File: src/rtl/alu.sv
// Registered 15-bit ones'-complement ALU: add/sub/mask/multiply/divide on
// parity-tagged 16-bit words (data in [15:1], parity bit ignored).
module alu (
  input  logic        clk,
  input  logic        rst_n,
  input  logic [15:0] A,
  input  logic [15:0] B,
  input  logic [2:0]  command,
  output logic [14:0] res
);

  typedef enum logic [2:0] {
    CMD_AD   = 3'd0,
    CMD_SU   = 3'd1,
    CMD_MASK = 3'd2,
    CMD_MP0  = 3'd3,
    CMD_MP1  = 3'd4,
    CMD_DV0  = 3'd5,
    CMD_DV1  = 3'd6,
    CMD_ZERO = 3'd7
  } cmd_e;

  logic [14:0] a, b, b_add;
  logic [15:0] sum;
  logic [14:0] add_res;
  logic [13:0] ma, mb;
  logic        mul_sign, div_sign;
  logic [27:0] prod;
  logic [13:0] quo, rem;
  logic [14:0] res_d, res_q;

  always_comb begin
    a     = A[15:1];
    b     = B[15:1];
    b_add = (cmd_e'(command) == CMD_SU) ? ~b : b;
    // End-around carry folds the 16th sum bit back into the LSB.
    sum     = {1'b0, a} + {1'b0, b_add};
    add_res = sum[14:0] + {14'b0, sum[15]};

    ma       = a[14] ? ~a[13:0] : a[13:0];
    mb       = b[14] ? ~b[13:0] : b[13:0];
    mul_sign = a[14] ^ b[14];
    div_sign = a[14] ^ b[14];
    prod     = {14'b0, ma} * {14'b0, mb};

    if (mb == '0) begin
      quo = '1;
      rem = '0;
    end else begin
      quo = ma / mb;
      rem = ma % mb;
    end

    res_d = '0;
    unique case (cmd_e'(command))
      CMD_AD, CMD_SU: res_d = add_res;
      CMD_MASK:       res_d = a & b;
      CMD_MP0:        res_d = {15{mul_sign}} ^ {1'b0, prod[27:14]};
      CMD_MP1:        res_d = {15{mul_sign}} ^ {1'b0, prod[13:0]};
      CMD_DV0:        res_d = {15{div_sign}} ^ {1'b0, quo};
      CMD_DV1:        res_d = (mb == '0) ? a : ({15{a[14]}} ^ {1'b0, rem});
      CMD_ZERO:       res_d = '0;
      default:        res_d = '0;
    endcase
  end

  always_ff @(posedge clk or negedge rst_n) begin
    if (!rst_n) res_q <= '0;
    else        res_q <= res_d;
  end

  assign res = res_q;

endmodule

File: config.mk
export PLATFORM = sky130hd
export DESIGN_NAME = alu
export DESIGN_NICKNAME = d
export VERILOG_FILES = /design/src/rtl/alu.sv
export SDC_FILE = /design/constraint.sdc
export NUM_CORES = 1
export LEC_CHECK = 0
export ABC_AREA = 1
export CELL_PAD_IN_SITES_DETAIL_PLACEMENT = 1
export CELL_PAD_IN_SITES_GLOBAL_PLACEMENT = 2
export CORE_UTILIZATION = 37
export DETAILED_ROUTE_END_ITERATION = 7
export PLACE_DENSITY = 0.91
export SETUP_SLACK_MARGIN = 0.05
export SLEW_MARGIN = 20
export SYNTH_ARGS = -nofsm -noshare
export SYNTH_HDL_FRONTEND = slang
export SYNTH_SLANG_ARGS = --single-unit
File: constraint.sdc
create_clock -name clk -period 0.8 [get_ports clk]
set_input_delay 0.08 -clock clk [delete_from_list [all_inputs] [get_ports clk]]
set_output_delay 0.08 -clock clk [all_outputs]
set_load 0.005 [all_outputs]
==> results.sh, run 1 <==
export IMPL_outcome="did not finish"
export IMPL_lastStage="global routing (5_1_grt)"
export IMPL_error="[ERROR GRT-0232] Routing congestion too high. Check the congestion heatmap in the GUI."
export IMPL_dpl_cell_area_sq_um=20960
export IMPL_cts_sinks=15
export IMPL_ys_async_sr_fraction_pct=100.0
export IMPL_syn_num_nets=2611
export IMPL_start_util_pct=37.72
export IMPL_io_pins=52
export IMPL_die_h_microns=204.0
export IMPL_numCtsBuffers=3
export IMPL_synth_area_leaders="fa_1 (19%), ha_1 (18%), nand2_1 (14%), inv_1 (9.3%), xor2_1 (4.2%)"
export IMPL_seq_area_frac_synth_pct=2.487
export IMPL_cts_path_max_buffers=2
export IMPL_netlist_instances=2210
export IMPL_gp_congestion=0.9862
export IMPL_avgSynthCellArea_sq_um=6.829
export IMPL_netlist_area_sq_um=15090
export IMPL_dp_slack_ps=-22180
export IMPL_htreeDepth=1
export IMPL_synth_top_cell_by_area="fa_1"
export IMPL_grt_worst_endpoint="res[13]$_DFF_PN0_/D"
export IMPL_synth_edff_count=0
export IMPL_rows=73
export IMPL_grt_ovfl_total=248
export IMPL_ys_warnings_count=0
export IMPL_root_buffer="clkbuf_16"
export IMPL_ys_flop_type="dfrtp_1"
export IMPL_synth_cell_types=63
export IMPL_die_x_microns=204.0
export IMPL_hpwl_microns=56470
export IMPL_worst_endpoint_kind="sequential cell input"
export IMPL_grtUsageTotal_pct=84.46
export IMPL_grt_max_degree=26
export IMPL_numPortBuffers=49
export IMPL_ys_ff_latch=15
export IMPL_cts_hold_buf=0
export IMPL_yosys_area_top_type_share_pct=18.97
[logic make-up after synthesis]
family                   count (synthesis)  synth area share [%]
AND/OR/NAND/NOR                       1004                 29.95
buffers and inverters                  439                 12.24
adder cells (fa/ha/maj)                364                 37.29
AO/OA/AOI/OAI                          268                 11.02
XOR/XNOR                               120                 7.014
flip-flops                              15                 2.487
[Yosys cell counts, types with 4 or more instances]
cell        n
nor2_1    166
inv_1     375
nand2_2    43
clkbuf_1   29
o21bai_1   16
clkinv_1    4
clkbuf_8    8
a21boi_1    5
dfrtp_1    15
o221ai_1    5
a21oi_1    94
and2_1      4
nand3_1   118
ha_1      221
o21ai_2    25
nand3_2    22
buf_6       9
o21ai_0    53
nor2_4      5
o21ai_1    23
nor3_1     16
xnor2_1    47
buf_4       5
o211ai_1    6
a211oi_1    7
or2_2      34
nand4_1     7
a21o_1      7
xor2_1     72
fa_1      143
inv_2       4
o21a_1      4
nand2_4    12
nand2_1   559
[layer usage]
metal,overflow,GRT usage [%]
met5,5,60.48
met4,96,85.31
met2,130,96.31
met1,8,81.81
met3,9,75.86
[what timing repair did]
action / 4_1_cts
setup buffers: 212
cloned: 1
setup endpoints to repair: 30
resized for setup: 334
pin swaps: 170
[through the flow]
stage,util (%),cells
floorplan,-,2210
global placement,52.38,3344
detailed placement,52.38,3344
CTS,58.34,3558
==> run 2: changes to the inputs <==
==> config.mk (replaced) <==
export PLATFORM = sky130hd
export DESIGN_NAME = alu
export DESIGN_NICKNAME = d
export VERILOG_FILES = /design/src/rtl/alu.sv
export SDC_FILE = /design/constraint.sdc
export NUM_CORES = 1
export LEC_CHECK = 0
export ABC_AREA = 1
export CORE_UTILIZATION = 40
export DETAILED_ROUTE_END_ITERATION = 7
export PLACE_DENSITY_LB_ADDON = 0.15
export SLEW_MARGIN = 20
export SYNTH_ARGS = -nofsm -noshare
export SYNTH_HDL_FRONTEND = slang
export SYNTH_SLANG_ARGS = --single-unit
==> run 2 against run 1 <==
  * The flow now finishes, with violations (negative setup slack)
  * Synthesized cell count unchanged
  * Synthesized area unchanged
==> results.sh, run 2 <==
export IMPL_grt_pass1_wl_microns=87690
export IMPL_numCtsBuffers=3
export IMPL_whs_ps=165.5
export IMPL_die_h_microns=196.2
export IMPL_drive_gt1_share_pct=40.43
export IMPL_ys_ff_latch=15
export IMPL_maxCapViolCount=0
export IMPL_final_seq_area_sq_um=375.4
export IMPL_cts_sinks=15
export IMPL_core_area_sq_um=36870
export IMPL_yosysMostFrequentCell="nand2_1"
export IMPL_p_per_area_nw_per_um2=3617
export IMPL_post_route_period_util_pct=2603
export IMPL_ys_flop_type="dfrtp_1"
export IMPL_outcome="finished with violations"
export IMPL_fmax_mhz=48.02
export IMPL_multi_input_area_sq_um=14390
export IMPL_avgSynthCellArea_sq_um=6.829
export IMPL_hpwl_microns=46630
export IMPL_n_fill_cell=3265
export IMPL_final_antenna_net_count=0
export IMPL_grt_pass1_vias=17057
export IMPL_ir_drop_uv=4638
export IMPL_numPortBuffers=49
export IMPL_start_kind="input port"
export IMPL_cts_path_max_buffers=2
export IMPL_totalWireLength_microns=57260
export IMPL_ys_warnings_count=0
export IMPL_fin_area_sq_um=23080
export IMPL_root_buffer="clkbuf_16"
export IMPL_tightest_slew_ps=631.1
export IMPL_placed_cells=3338
export IMPL_fin_crit_ps=20830
export IMPL_wl_per_cell_microns=16.67
export IMPL_syn_num_nets=2611
export IMPL_grt_ovfl_total=0
export IMPL_dpl_cell_area_sq_um=21090
export IMPL_syn_to_final_growth_pct=52.92
export IMPL_antenna_cells=0
export IMPL_gp_congestion=1.006
export IMPL_die_area_sq_um=38510
export IMPL_antenna_found_initial=1
export IMPL_vias=17134
export IMPL_rsz0062_at_grt="yes"
export IMPL_netlist_area_sq_um=15090
export IMPL_synth_commonest_cells="nand2_1 (559), inv_1 (375), ha_1 (221)"
export IMPL_synth_area_leaders="fa_1 (19%), ha_1 (18%), nand2_1 (14%), inv_1 (9.3%), xor2_1 (4.2%)"
export IMPL_seq_area_frac_synth_pct=2.487
export IMPL_layout_common_cells="buf_4 (688), nand2_1 (453), inv_1 (347)"
export IMPL_power_leakage_uw=0.01278
export IMPL_ys_async_sr_fraction_pct=100.0
export IMPL_synth_cell_types=63
export IMPL_violations="negative setup slack"
export IMPL_setup_viol=27
export IMPL_final_hold_violation_count=0
export IMPL_synth_top_cell_by_area="fa_1"
export IMPL_htreeDepth=1
export IMPL_drtIter0Drc=864
export IMPL_postLayoutCoreUtil_pct=62.59
export IMPL_post_drt_via_cell_ratio=4.988
export IMPL_min_path_type="in2async"
export IMPL_crit_top_cell="nand2_2"
export IMPL_start_util_pct=40.93
export IMPL_slew_viol_final=0
export IMPL_dr_pass1_iters=5
export IMPL_critical_path_buf_inv_count=28
export IMPL_end_kind="flip-flop"
export IMPL_cts_tree="done"
export IMPL_final_cells=3435
export IMPL_clk_pin_slew_ps=50
export IMPL_synth_edff_count=0
export IMPL_worstPathRequired_ps=930
export IMPL_rows=70
export IMPL_nets=3333
export IMPL_slowest_stage="ha_1"
export IMPL_cp_max_fo=8
export IMPL_slew_headroom_pct=57.39
export IMPL_netlist_instances=2210
export IMPL_final_common_cell="buf_4"
export IMPL_totalPowerFinal_uw=83480
export IMPL_io_pins=52
export IMPL_crit_type="in2reg"
export IMPL_yosys_area_top_type_share_pct=18.97
export IMPL_drc=0
export IMPL_grt_max_degree=26
export IMPL_finalWorstSetupSlack_ps=-20030
export IMPL_critPathMaxStageDelay_ps=330
export IMPL_die_x_microns=196.2
export IMPL_cp_arrival_ps=20960
export IMPL_cts_hold_buf=0
export IMPL_grtUsageTotal_pct=29.06
export IMPL_crit_family="simple AND/OR/NAND/NOR gates"
export IMPL_largest_reg_flops=15
## run 2: cell counts after synthesis
Identical to the previous run, type by type.
## run 2: worst max path at each step
stage           from  endpoint  slack [ps]  cells past startpoint
2_1_floorplan  B[15]   res[13]      -20090                    212
6_report       B[15]   res[13]      -20030                    196
4_1_cts        B[15]   res[13]      -20030                    206
5_1_grt        B[15]   res[13]      -21610                    204
3_5_place_dp   B[15]   res[13]      -21040                    198
3_3_place_gp    B[1]   res[13]      -20040                    199
## run 2: layer usage
| layer | up-vias | track usage, % | share of wire, % |
|---|---|---|---|
| li1 | 8401 | - | - |
| met1 | 8130 | 36.16 | 42 |
| met2 | 459 | 51.87 | 49 |
| met3 | 142 | 4.160 | 5.4 |
| met4 | 2 | 8.304 | 3.9 |
| met5 | - | 0 | 0.023 |
## run 2: where the power goes
group	switching, uW	total [uW]	internal (uW)	leakage, uW
sequential	98.4	1210	1110	0.000187
clock	318	985	668	0.0000409
combinational	41700	81300	39600	0.0126
## run 2: cell type report
cell class	count	share of cell area, %
timing repair buffer	770	26.51
tap	504	2.732
clock buffer	3	0.3253
sequential	15	1.626
inverter	384	6.397
multi-input combinational	1757	62.35
clock inverter	1	0.02169
timing repair inverter	1	0.03253
## run 2: cell families (layout without fill, tap and decap cells)
| group | Yosys count | count (layout) | synth area share, % |
|---|---|---|---|
| XOR/XNOR | 120 | 120 | 7.014 |
| AND/OR/NAND/NOR | 1004 | 1005 | 29.95 |
| flip-flops | 15 | 15 | 2.487 |
| AO/OA/AOI/OAI | 268 | 268 | 11.02 |
| buffers and inverters | 439 | 1159 | 12.24 |
| adder cells (fa/ha/maj) | 364 | 364 | 37.29 |
## run 2: repair_timing
item | in CTS | in global routing
gates resized for setup | 166 | 250
gates cloned | 3 | 1
pin swaps | 66 | 156
setup endpoints to repair | 30 | 30
buffers inserted | 27 | 64
## run 2: metrics by stage
stage / setup WS, ps / setup TNS (ps)
6_report: -20030 / -278470
5_1_grt: -21610 / -299310
4_1_cts: -20030 / -280500
3_5_place_dp: -21040 / -296770
3_3_place_gp: -20040 / -283330
2_1_floorplan: -20090 / -274560
(Power assumes the default switching activity.)
==> run 3: changes to the inputs <==
--- a/config.mk
+++ b/config.mk
@@ -6,6 +6,7 @@
 export NUM_CORES = 1
 export LEC_CHECK = 0
 export ABC_AREA = 1
+export CORE_ASPECT_RATIO = 0.5
 export CORE_UTILIZATION = 40
 export DETAILED_ROUTE_END_ITERATION = 7
 export PLACE_DENSITY_LB_ADDON = 0.15
==> constraint.sdc (replaced) <==
create_clock -name clk -period 0.8 [get_ports clk]
set_input_delay 0.08 -clock clk [delete_from_list [all_inputs] [get_ports clk]]
set_output_delay 0.08 -clock clk [all_outputs]
set_load 0.02 [all_outputs]
==> run 3 against run 2 <==
  * The flow still finishes with violations (negative setup slack)
  * Largest cell class unchanged
  * Routed wire length decreased by 3.2%
  * Final cell count is 0.96% lower
  * Via count is 2.1% lower
  * Final area is 1.8% lower
  * Clock power fell by 3.0%
  * Critical path type unchanged
  * Largest power group unchanged
  * Utilization decreased by 0.54 points
  * Die area increased by 0.12%
==> results.sh, run 3 (synthesis results as in run 2) <==
export IMPL_outcome="finished with violations"
export IMPL_violations="negative setup slack"
export IMPL_slew_viol_final=0
export IMPL_wl_per_cell_microns=16.30
export IMPL_numPortBuffers=49
export IMPL_fmax_mhz=48.20
export IMPL_vias=16782
export IMPL_rsz0062_at_grt="yes"
export IMPL_core_area_sq_um=36540
export IMPL_grt_pass1_wl_microns=86310
export IMPL_slowest_stage="ha_1"
export IMPL_cp_depth=201
export IMPL_rows=49
export IMPL_io_pins=52
export IMPL_die_h_microns=139.4
export IMPL_die_x_microns=276.7
export IMPL_sw_frac_of_total_pct=50.82
export IMPL_numCtsBuffers=3
export IMPL_crit_family="simple AND/OR/NAND/NOR gates"
export IMPL_grt_pass1_vias=16433
export IMPL_cp_max_fo=7
export IMPL_comb_power_share_pct=97.4
export IMPL_placed_cells=3294
export IMPL_antenna_cells=0
export IMPL_final_antenna_net_count=0
export IMPL_p_switching_uw=42630
export IMPL_fin_crit_ps=20750
export IMPL_die_area_sq_um=38560
export IMPL_p_clk_share_pct=1.1
export IMPL_whs_ps=170.9
export IMPL_grtUsageTotal_pct=28.31
export IMPL_antenna_found_initial=0
export IMPL_cp_arrival_ps=20870
export IMPL_drive_gt1_share_pct=38.69
export IMPL_crit_start="A[15]"
export IMPL_setup_viol=30
export IMPL_grt_max_degree=26
export IMPL_end_kind="flip-flop"
export IMPL_layout_common_cells="buf_4 (684), nand2_1 (469), inv_1 (346)"
export IMPL_hpwl_microns=45490
export IMPL_cts_hold_buf=0
export IMPL_maxCapViolCount=0
export IMPL_worstPathRequired_ps=920
export IMPL_nets=3320
export IMPL_drtIter0Drc=1104
export IMPL_p_per_area_nw_per_um2=3700
export IMPL_cts_path_max_buffers=2
export IMPL_crit_end="res[13]"
export IMPL_htreeDepth=1
export IMPL_final_common_cell="buf_4"
export IMPL_dr_pass1_iters=5
export IMPL_min_path_type="in2async"
export IMPL_crit_type="in2reg"
export IMPL_post_route_period_util_pct=2593
export IMPL_finalWorstSetupSlack_ps=-19950
export IMPL_root_buffer="clkbuf_16"
export IMPL_critical_path_buf_inv_count=35
export IMPL_final_cells=3402
export IMPL_grt_ovfl_total=0
export IMPL_gp_congestion=0.9554
export IMPL_start_kind="input port"
export IMPL_slew_headroom_pct=47.66
export IMPL_totalWireLength_microns=55450
export IMPL_power_leakage_uw=0.01265
export IMPL_start_util_pct=41.30
export IMPL_ir_drop_uv=4904
export IMPL_pwr_share_seq_pct=1.5
export IMPL_p_int_uw=41260
export IMPL_cts_sinks=15
export IMPL_tightest_slew_ps=775.3
export IMPL_syn_to_final_growth_pct=50.22
export IMPL_final_hold_violation_count=0
export IMPL_post_drt_via_cell_ratio=4.933
export IMPL_cts_tree="done"
export IMPL_critPathMaxStageDelay_ps=310
export IMPL_drc=0
export IMPL_clk_pin_slew_ps=50
export IMPL_crit_top_cell="nand2_2"
export IMPL_largest_reg_flops=15
-- run 3: cell types whose count changed in the layout (fill, tap and decap cells not counted), moves of 5 or more --
cell and change:
buf_6 +14, nand2_1 +16, nand3_1 +8, a21oi_4 -5, a21oi_1 +8, nand2_2 -11
nand2_4 -5, buf_2 -16, o21ai_1 +8
-- run 3: how the worst min path moves through the flow --
stage,end,startpoint,slack [ps],cells past startpoint
final,res[6],rst_n,170,2
after detailed placement,res[6],rst_n,430,2
after global placement,res[9],rst_n,420,2
after floorplan,res[0],rst_n,-220,0
after CTS,res[6],rst_n,180,2
after global routing,res[8],rst_n,180,2
-- run 3: stage by stage --
| stage | setup TNS [ps] | total power (uW) | utilization, % | cell area (sq um) | setup WS, ps |
|---|---|---|---|---|---|
| floorplan | -274560 | 48580 | - | 15630 | -20090 |
| global placement | -284240 | 78500 | 57.16 | 20890 | -19910 |
| detailed placement | -293130 | 79380 | 57.16 | 20890 | -20610 |
| CTS | -277420 | 82340 | 59.62 | 21780 | -19820 |
| global route | -302180 | 90370 | 62.05 | 22670 | -21660 |
| finish | -279170 | 83890 | 62.05 | 22670 | -19950 |
-- run 3: metal layers --
metal / track usage (%) / part of all wire, % / up-vias / wire, microns
met5: 0 / 0 / - / 0
met4: 5.351 / 2.2 / 0 / 1213
met3: 3.727 / 6.6 / 89 / 3657
met2: 46.19 / 44 / 464 / 24540
met1: 40.13 / 47 / 7859 / 26040
li1: - / - / 8370 / -
-- run 3: layout make-up --
type | instances | area (sq um)
clock buffers | 4 | 78.83
repair buffers | 758 | 6051
fillers | 3342 | 13870
well taps | 484 | 605.6
multi-input cells | 1757 | 14090
flip-flops and latches | 15 | 375.4
inverters | 384 | 1474
-- run 3: repair_timing --
action	4_1_cts	5_1_grt
buffers inserted	70	35
pin swaps	78	151
endpoints found under the setup margin	30	30
hold endpoints to repair	0	0
resized for setup	182	191
cloned	2	0
-- run 3: power by group through the flow --
stage | Sequential [uW] | Clock (uW) | Combinational, uW
after detailed placement | 1210 | 0 | 78200
after global routing | 1300 | 1020 | 88000
after CTS | 1270 | 960 | 80100
final | 1260 | 955 | 81700
after global placement | 1210 | 0 | 77300
after floorplan | 1670 | 0 | 46900
